[src/rtl/regfile_scoreboard.sv]
// Register file with per-register busy bits for in-order issue/write-back tracking.
// Optional same-cycle write-to-read bypass enabled by defining REGFILE_BYPASS_EN.
module regfile_scoreboard #(
  parameter int DATA_W   = 32,
  parameter int NREGS    = 16,
  parameter int ZERO_REG = 1
) (
  input  logic                      clock,
  input  logic                      reset,
  input  logic                      we,
  input  logic [$clog2(NREGS)-1:0]  wsel,
  input  logic [DATA_W-1:0]         wdata,
  input  logic [$clog2(NREGS)-1:0]  asel,
  input  logic [$clog2(NREGS)-1:0]  bsel,
  output logic [DATA_W-1:0]         aout,
  output logic [DATA_W-1:0]         bout,
  output logic                      a_busy,
  output logic                      b_busy,
  input  logic                      iss_valid,
  input  logic [$clog2(NREGS)-1:0]  iss_dsel,
  output logic                      iss_ready,
  output logic [$clog2(NREGS):0]    busy_cnt
);

  localparam int AW = $clog2(NREGS);

`ifdef REGFILE_BYPASS_EN
  localparam bit BYPASS = 1'b1;
`else
  localparam bit BYPASS = 1'b0;
`endif

  logic [DATA_W-1:0] regs [NREGS];
  logic [NREGS-1:0]  busy;

  logic wsel_zero, asel_zero, bsel_zero, dsel_zero;
  logic wr_eff, accept, iss_eff;
  logic a_hit, b_hit;
  logic cnt_inc, cnt_dec;

  always_comb begin
    wsel_zero = (ZERO_REG != 0) && (wsel == '0);
    asel_zero = (ZERO_REG != 0) && (asel == '0);
    bsel_zero = (ZERO_REG != 0) && (bsel == '0);
    dsel_zero = (ZERO_REG != 0) && (iss_dsel == '0);
  end

  // Issue handshake: iss_ready is a function of scoreboard state and the
  // write-back port only, never of iss_valid; an issue is accepted on a
  // rising edge where iss_valid && iss_ready. A write-back to the same
  // register in that cycle frees it in time for the new reservation.
  assign iss_ready = dsel_zero || !busy[iss_dsel] || (we && (wsel == iss_dsel));
  assign accept    = iss_valid && iss_ready;
  assign wr_eff    = we && !wsel_zero;
  assign iss_eff   = accept && !dsel_zero;

  // Counter tracks transitions of the busy vector: a write that is
  // immediately re-reserved leaves the bit set, so it is not a decrement.
  assign cnt_inc = iss_eff && !busy[iss_dsel];
  assign cnt_dec = wr_eff && busy[wsel] && !(iss_eff && (iss_dsel == wsel));

  always_ff @(posedge clock) begin
    if (reset) begin
      for (int i = 0; i < NREGS; i++) regs[i] <= '0;
    end else if (wr_eff) begin
      regs[wsel] <= wdata;
    end
  end

  always_ff @(posedge clock) begin
    if (reset) begin
      busy <= '0;
    end else begin
      for (int i = 0; i < NREGS; i++) begin
        if (iss_eff && (iss_dsel == AW'(i)))
          busy[i] <= 1'b1;
        else if (wr_eff && (wsel == AW'(i)))
          busy[i] <= 1'b0;
      end
    end
  end

  always_ff @(posedge clock) begin
    if (reset)
      busy_cnt <= '0;
    else if (cnt_inc && !cnt_dec)
      busy_cnt <= busy_cnt + 1'b1;
    else if (cnt_dec && !cnt_inc)
      busy_cnt <= busy_cnt - 1'b1;
  end

  assign a_hit = BYPASS && wr_eff && (wsel == asel);
  assign b_hit = BYPASS && wr_eff && (wsel == bsel);

  always_comb begin
    aout   = regs[asel];
    a_busy = busy[asel];
    if (asel_zero) begin
      aout   = '0;
      a_busy = 1'b0;
    end else if (a_hit) begin
      aout   = wdata;
      a_busy = 1'b0;
    end
  end

  always_comb begin
    bout   = regs[bsel];
    b_busy = busy[bsel];
    if (bsel_zero) begin
      bout   = '0;
      b_busy = 1'b0;
    end else if (b_hit) begin
      bout   = wdata;
      b_busy = 1'b0;
    end
  end

endmodule
[config.mk]
export PLATFORM = sky130hd
export DESIGN_NAME = regfile_scoreboard
export DESIGN_NICKNAME = d
export VERILOG_FILES = /design/src/rtl/regfile_scoreboard.sv
export SDC_FILE = /design/constraint.sdc
export NUM_CORES = 1
export LEC_CHECK = 0
export ABC_AREA = 0
export CAP_MARGIN = 30
export CORE_MARGIN = 8
export CORE_UTILIZATION = 53
export CTS_BUF_LIST = sky130_fd_sc_hd__clkbuf_8
export DETAILED_ROUTE_END_ITERATION = 10
export PLACE_DENSITY_LB_ADDON = 0.3
export SLEW_MARGIN = 10
export SYNTH_ARGS = -nofsm -noshare
export SYNTH_HDL_FRONTEND = slang
export SYNTH_SLANG_ARGS = --single-unit
export TNS_END_PERCENT = 100
[constraint.sdc]
create_clock -name clock -period 4.5 [get_ports clock]
set_input_delay 0.9 -clock clock [delete_from_list [all_inputs] [get_ports clock]]
set_output_delay 0.9 -clock clock [all_outputs]
set_load 0.05 [all_outputs]
======== Yosys cells after proc, flatten, opt, wreduce, memory -nomap -nowiden ========
Memories as Yosys holds them, arrays and structs flattened.
Cells that the tools add are included.
word-level totals
  bits in registers ....................... 21
  memory bits (writable) .................. 512
  input port bits ......................... 52
  output and inout bits ................... 72
  word-level logic and storage cells ...... 182
  memories kept ........................... 1
memory list
  memory  words  bits a word  read ports  clocked after memory_dff  wr ports  line  text
  regs    16     32           2           0                         16        33    logic [DATA_W-1:0] regs [NREGS];
cells by class
  add/subtract/negate cells ............... 2
  order comparisons ....................... 4
  equality and inequality tests ........... 32
  multiplexer cells ....................... 54
  reduce and logical (&&, ||, !) cells .... 72
operators with widths
  operator             number
  $mux 32              3
  $eq 4x4->1 const B   16
  $mux 1               44
  $logic_and 1x1->1    42
  $reduce_bool 2->1    17
  $eq 4x3->1 const B   8
  $reduce_or 32->1     1
  $lt 4x5->1 const B   4
  $bmux 1 s4           4
  $eq 4x2->1 const B   4
  $logic_not 4->1      4
  $mux 5               2
  $eq 4x1->1 const B   2
  $eq 4x4->1           2
  $logic_not 1->1      6
  $add 5x1->5 const B  1
  $sub 5x1->5 const B  1
  $mux 4               1
  $logic_or 1x1->1     2

======== Longest topological paths before layout ========
Gate-level depths: netlist of the first run.
  depth after elaboration ................. 13
  mapped depth ............................ 13
  gate-level depth less buffers ........... 11

======== Worst setup path after synthesis of the first run ========
OpenSTA, ideal clock, no wires.
  kind .................................... input to output
  from .................................... input port iss_dsel[1]
  to ...................................... output port iss_ready
  arrival time ............................ 2.784 ns
  required time ........................... 3.600 ns
  slack ................................... 0.816 ns
  stages .................................. 6
  buffers on the path ..................... 2
  path through ............................ buf_6 buf_6 mux2_2 o22ai_2 nor4_1 o21ai_0
on the way
  word-level cells in the longest chain between the ends .. 5
  elaborated cells on any way between the ends .. 8
  those cells by class .................... eq/ne (1); mux (2); reduce/logical (5)
RTL lines
  what                          line  text
  start: declaration            20    input logic [$clog2(NREGS)-1:0] iss_dsel,
  $bmux 1 s4                    52    assign iss_ready = dsel_zero || !busy[iss_dsel] || (we && (wsel == iss_dsel));
  $mux 1 (implied by the code)  52
  $logic_not 1->1               52
  $logic_or 1x1->1              52
  $logic_or 1x1->1 *            52
  end: declaration              21    output logic iss_ready,
Mark *: on every way between the ends. The rest lies on a longest branch, timed or not. The select of a mux whose other input is x is not followed.

======== Worst setup path after layout of the first run ========
  from .................................... input port asel[0]
  to ...................................... output port aout[11]
on the way
  word-level cells in the longest chain between the ends .. 2
  elaborated cells on any way between the ends .. 3
  those cells by class .................... mux (1); reduce/logical (1); memory (1)
RTL lines
  what                                                     line  text
  start: declaration                                       13    input logic [$clog2(NREGS)-1:0] asel,
  $mem_v2 16x32 / $logic_not 4->1 (equally long branches)  --
  $mux 32 *                                                98    if (asel_zero) begin
  end: declaration                                         15    output logic [DATA_W-1:0] aout,
Mark *: on every way between the ends. The rest lies on a longest branch, timed or not.

==> results of run 1 <==
sequential cells by signal, summed over array words and instances, names as in the netlist:
signal and count:
busy_cnt 5, regs 480, busy 16
Yosys cell counts, drive strengths merged, types with 3 or more instances:
master,count,area [um2]
mux4,202,4549
a21o,4,30.03
nor2b,11,71.32
nand3,13,65.06
nand2,22,82.58
edfxtp,480,14410
o22ai,4,37.53
mux2i,68,680.7
nor4,3,33.78
dfxtp,21,420.4
and2,481,3009
mux2,75,844.6
nor3,5,35.03
o221ai,4,35.03
ha,4,50.05
nor2,27,101.4
nand4,3,18.77
a221o,66,660.6
buf,76,508.0
o32ai,4,35.03
a21oi,145,725.7
nand3b,3,22.52
o311ai,7,61.31
nand2b,72,450.4
clkbuf,122,457.9
xor2,6,52.55
inv,17,63.81
routing by layer:
metal | part of all wire (%) | routed length, um | GRT usage (%) | vias up
met5 | 0 | 0 | 0 | -
met4 | 3.4 | 2664 | 10.78 | 0
met3 | 8.5 | 6664 | 4.894 | 180
met2 | 50 | 39280 | 43.67 | 909
met1 | 38 | 29990 | 32.71 | 9258
li1 | - | - | - | 7683
per-stage QoR:
stage	hold WS (ps)	setup slack (ps)	total power (W)	std cells	utilization, %
3_5_place_dp	516.1	47.02	0.007723	2660	59.17
2_1_floorplan	451.6	816.5	0.006856	1962	-
3_3_place_gp	509.9	75.45	0.007673	2660	59.17
6_report	517.7	589.8	0.01131	2809	62.03
4_1_cts	524.7	565.9	0.01136	2806	62.01
5_1_grt	554.5	447.1	0.01165	2808	62.02
tightest hold or removal path, delay by kind of cell (launching register included):
family | cells | cell delay (ps)
AND/OR/NAND/NOR | 1 | 80
flip-flops | 1 | 330
AO/OA/AOI/OAI | 1 | 60
final cells by class:
type                       count  area share [%]
clock buffer                  84           3.618
multi-input combinational   1246           37.18
tap                          680           2.663
clock inverter                62          0.9633
sequential                   501           46.43
antenna                        3         0.02350
inverter                      17          0.1997
timing repair buffer         216           8.921
logic make-up after synthesis:
| logic type | Yosys count |
|---|---|
| flops | 501 |
| simple gates | 646 |
| buf+inv | 215 |
| mux | 345 |
| compound gates | 243 |
| fa+ha+maj | 5 |
| xor+xnor | 7 |
how the worst max path moves through the flow:
stage / slack (ps) / cells past startpoint / endpoint / from
2_1_floorplan: 820 / 6 / iss_ready / iss_dsel[1]
3_3_place_gp: 80 / 12 / busy_cnt[4] / iss_dsel[1]
3_5_place_dp: 50 / 12 / busy_cnt[4] / iss_dsel[1]
4_1_cts: 570 / 7 / aout[21] / asel[0]
5_1_grt: 450 / 7 / aout[21] / asel[0]
6_report: 590 / 7 / aout[11] / asel[0]
power groups by stage:
stage               logic (W)  clock network, W  registers, W
finish                0.00210           0.00368       0.00553
global route          0.00220           0.00389       0.00556
CTS                   0.00211           0.00373       0.00553
detailed placement    0.00210                 0       0.00562
global placement      0.00208                 0       0.00559
floorplan             0.00126                 0       0.00560
==> impl_metrics.env, run 1 <==
export IMPL_combPwrFrac_pct=18.6
export IMPL_clk_pin_slew_ps=60
export IMPL_cp_slowest_cell="mux4_2"
export IMPL_cpMostUsedCell="a21oi_1"
export IMPL_p_leak_nw=11.38
export IMPL_drive_gt1_share_pct=26.86
export IMPL_synth_net_count=2019
export IMPL_synth_xor_area_share_pct=0.2215
export IMPL_clkSinkCount=501
export IMPL_seqPwrFrac_pct=48.9
export IMPL_max_freq_mhz=255.7
export IMPL_holdBufCountCts=0
export IMPL_clock_path_buffers=3
export IMPL_vias=18030
export IMPL_cpPeakStageDelay_ps=530
export IMPL_syn_area_um2=27680
export IMPL_status="complete, no violations"
export IMPL_p_per_area_nw_per_um2=353.9
export IMPL_nets=2123
export IMPL_clk_latency_ps=680
export IMPL_synth_warnings=0
export IMPL_final_common_cell="and2_1"
export IMPL_setup_worst_path_start_class="primary input"
export IMPL_seqCellArea_um2=14830
export IMPL_ff2ff_setup_slack_ps=1320
export IMPL_cap_violations=0
export IMPL_internal_power_w=0.008148
export IMPL_ios=124
export IMPL_antenna_violating_nets_post_route=0
export IMPL_grt_pass1_vias=19000
export IMPL_cp_required_ps=3600
export IMPL_area_delta_synth_final_pct=15.43
export IMPL_rsz0062_at_grt="no"
export IMPL_grt_usage_pct=25.88
export IMPL_synth_adder_area_share_pct=0.2531
export IMPL_overflow=0
export IMPL_core_area_um2=51510
export IMPL_place_congestion=0.8873
export IMPL_placed_area_um2=30480
export IMPL_fin_crit_sh_pct=86.89
export IMPL_crit_chain="clkbuf_8 -> buf_4 -> mux4_2 -> nand2b_1 -> a21oi_1 -> a21oi_1 -> buf_12"
export IMPL_switching_share_pct=27.95
export IMPL_skew_ps=16.52
export IMPL_ys_seq_elements=501
export IMPL_slew_viol_final=0
export IMPL_final_cell_mix="and2_1, edfxtp_1, mux4_2"
export IMPL_hold_end="busy_cnt[3]"
export IMPL_ys_seq_area_share_pct=53.59
export IMPL_rows=83
export IMPL_vdd_drop_max_uv=234.0
export IMPL_r2r_cells=11
export IMPL_synth_avg_cell_area_um2=14.11
export IMPL_crit_buf_inv=3
export IMPL_crit_reg2reg_launch="busy[2]"
export IMPL_place_hpwl_mm=48.01
export IMPL_power_switching_w=0.003161
export IMPL_root_buffer="clkbuf_8"
export IMPL_die_h_um=244.5
export IMPL_min_path_type="flop to flop"
export IMPL_critical_path_top_delay_family="buffers and inverters"
export IMPL_avgViaCountPerCell=6.419
export IMPL_cp_arrival_ps=3010
export IMPL_crit_fanout=52
export IMPL_min_period_ps=3910
export IMPL_syn_inst=1962
export IMPL_drc=0
export IMPL_cts_resized=0
export IMPL_initial_core_util_pct=53.74
export IMPL_numCtsBuffers=84
export IMPL_first_pass_iters=7
export IMPL_synth_edff_count=480
export IMPL_synth_top_family_by_area="multiplexers"
export IMPL_drt_wl_total_mm=78.60
export IMPL_hold_depth=2
export IMPL_cts_tree="yes"
export IMPL_p_clk_share_pct=32.5
export IMPL_synth_cell_types=50
export IMPL_wl_per_cell_um=27.98
export IMPL_postCtsSetupBuffers=0
export IMPL_worstHoldStart="busy_cnt[3]"
export IMPL_multi_input_area_um2=11880
export IMPL_finalSetupViolCount=0
export IMPL_setup_tns_final_ps=0
export IMPL_slew_headroom_pct=49.45
export IMPL_die_area_um2=59790
export IMPL_fp_dieW_um=244.5
export IMPL_numPortBuffers=123
export IMPL_num_fill_cells=3903
export IMPL_grt_pass1_wl_mm=117.1
export IMPL_path_class="primary input to output pin"
export IMPL_drtIter0Drc=1907
export IMPL_worstSetupEndpointType="output pin"
export IMPL_stdcell_area_um2=31950
export IMPL_synthMuxAreaShare_pct=21.95
export IMPL_final_hold_violation_count=0
export IMPL_synth_compound_area_share_pct=6.057
export IMPL_grt_max_degree=53
export IMPL_antenna_found_initial=2
export IMPL_worst_pin_slew_ps=758.3
export IMPL_yosys_area_share_simple_pct=14.21
export IMPL_yosys_most_used_dff="edfxtp_1"
export IMPL_cts_max_level=3
export IMPL_async_flop_share_pct=0
export IMPL_timing_rr_end="busy_cnt[4]"
(Power assumes the default switching activity.)
==> run 2: changes to the inputs <==
Settings changed: CORE_UTILIZATION 53 to 28.
Clock period 4.5 ns to 4.7 ns, I/O delays scaled along.
==> run 2 against run 1 <==
  * Setup slack better by 43 ps
  * Sequential power is 4.3% lower
  * Clock power is 2% lower
  * Largest power group unchanged
==> impl_metrics.env, run 2 (synthesis results as in run 1) <==
export IMPL_first_pass_iters=5
export IMPL_die_h_um=330.4
export IMPL_rsz0062_at_grt="no"
export IMPL_largest_reg_flops=480
export IMPL_drc=0
export IMPL_skew_ps=5.753
export IMPL_initial_core_util_pct=28.21
export IMPL_slew_headroom_pct=40.36
export IMPL_grt_pass1_wl_mm=131.0
export IMPL_ff2ff_setup_slack_ps=1450
export IMPL_clock_path_buffers=3
export IMPL_cpPeakStageDelay_ps=650
export IMPL_clk_latency_ps=680
export IMPL_place_congestion=0.8218
export IMPL_hold_end="busy[0]"
export IMPL_crit_reg2reg_launch="busy[8]"
export IMPL_cp_arrival_ps=3130
export IMPL_final_hold_violation_count=0
export IMPL_vias=17760
export IMPL_wl_per_cell_um=26.42
export IMPL_clkSinkCount=501
export IMPL_worstHoldStart="busy[0]"
export IMPL_overflow=0
export IMPL_cts_resized=0
export IMPL_root_buffer="clkbuf_8"
export IMPL_numCtsBuffers=86
export IMPL_final_cell_mix="and2_1, edfxtp_1, mux4_2"
export IMPL_max_freq_mhz=245.9
export IMPL_cts_tree="yes"
export IMPL_status="complete, no violations"
export IMPL_worst_pin_slew_ps=889.0
export IMPL_fin_crit_sh_pct=86.53
export IMPL_drt_wl_total_mm=90.13
export IMPL_ios=124
export IMPL_p_per_area_nw_per_um2=334.2
export IMPL_min_path_type="flop to flop"
export IMPL_fp_dieW_um=330.4
export IMPL_cap_violations=0
export IMPL_cpMostUsedCell="buf_4"
export IMPL_p_leak_nw=11.47
export IMPL_hold_depth=1
export IMPL_reg_largest_list="regs: 480 flops, busy: 16 flops, busy_cnt: 5 flops"
export IMPL_nets=2119
export IMPL_cts_max_level=3
export IMPL_r2r_cells=11
export IMPL_drive_gt1_share_pct=26.72
export IMPL_rows=115
export IMPL_placed_area_um2=31330
export IMPL_stdcell_area_um2=32810
export IMPL_setup_worst_path_start_class="primary input"
export IMPL_cp_required_ps=3760
export IMPL_grt_pass1_vias=18980
export IMPL_place_hpwl_mm=54.44
export IMPL_vdd_drop_max_uv=172.0
export IMPL_slew_viol_final=0
export IMPL_die_area_um2=109200
export IMPL_final_common_cell="and2_1"
export IMPL_crit_chain="clkdlybuf4s50_1 -> buf_4 -> xor2_1 -> nor4_4 -> buf_4 -> nand2_1 -> o21ai_0 -> buf_12"
export IMPL_crit_fanout=10
export IMPL_clk_pin_slew_ps=70
export IMPL_min_period_ps=4067
export IMPL_cp_slowest_cell="clkdlybuf4s50_1"
export IMPL_postCtsSetupBuffers=0
export IMPL_num_fill_cells=9504
export IMPL_avgViaCountPerCell=5.206
export IMPL_drtIter0Drc=1587
export IMPL_timing_rr_end="busy_cnt[4]"
export IMPL_area_delta_synth_final_pct=18.53
export IMPL_numPortBuffers=123
export IMPL_core_area_um2=98130
export IMPL_holdBufCountCts=0
export IMPL_antenna_violating_nets_post_route=0
export IMPL_worstSetupEndpointType="output pin"
export IMPL_grt_usage_pct=16.31
export IMPL_setup_tns_final_ps=0
export IMPL_antenna_found_initial=13
export IMPL_grt_max_degree=59
export IMPL_largest_register="regs"
export IMPL_finalSetupViolCount=0
export IMPL_path_class="primary input to output pin"
## run 2: area by class of cell
cell class	instances	area, um2	share of cell area [%]
Sequential cell	501	14830	45.21
Clock inverter	58	281.5	0.8581
Inverter	17	63.81	0.1945
Timing Repair Buffer	210	2938	8.954
Tap cell	1287	1610	4.908
Antenna cell	7	17.52	0.05339
Multi-Input combinational cell	1246	11880	36.21
Clock buffer	86	1184	3.608
## run 2: stage by stage
stage	util, %	setup slack [ps]	hold slack, ps	instances	total power [W]
after floorplan	-	936.5	451.6	1962	0.006564
after global placement	31.89	194.7	535.1	3260	0.007440
after detailed placement	31.92	91.00	527.0	3261	0.007479
after CTS	33.42	606.8	532.2	3405	0.01109
after global routing	33.42	483.5	570.4	3406	0.01135
final	33.43	633.3	535.8	3412	0.01096
## run 2: layer usage
| layer | global-route usage, % | part of all wire, % | vias up |
|---|---|---|---|
| li1 | - | - | 7673 |
| met1 | 20.38 | 41 | 9294 |
| met2 | 28.24 | 50 | 631 |
| met3 | 3.019 | 6.2 | 160 |
| met4 | 5.578 | 2.9 | 4 |
| met5 | 0 | 0.030 | - |
## run 2: how the worst max path moves through the flow
stage,from,to,cells past startpoint
after floorplan,iss_dsel[1],iss_ready,6
after global placement,iss_dsel[1],busy_cnt[4],12
after detailed placement,iss_dsel[1],busy_cnt[4],12
after CTS,iss_dsel[1],iss_ready,6
after global routing,iss_dsel[1],iss_ready,8
final,iss_dsel[1],iss_ready,8
## run 2: critical path, delay by kind of cell
| family | cells | cell delay [ps] |
|---|---|---|
| AO/OA/AOI/OAI | 1 | 230 |
| buffers and inverters | 4 | 1370 |
| XOR/XNOR | 1 | 190 |
| AND/OR/NAND/NOR | 2 | 400 |
## run 2: power by group
group	internal [W]	total, W	switching (W)
registers	0.00516	0.00529	0.000133
clock network	0.00179	0.00359	0.00180
logic	0.000923	0.00208	0.00115
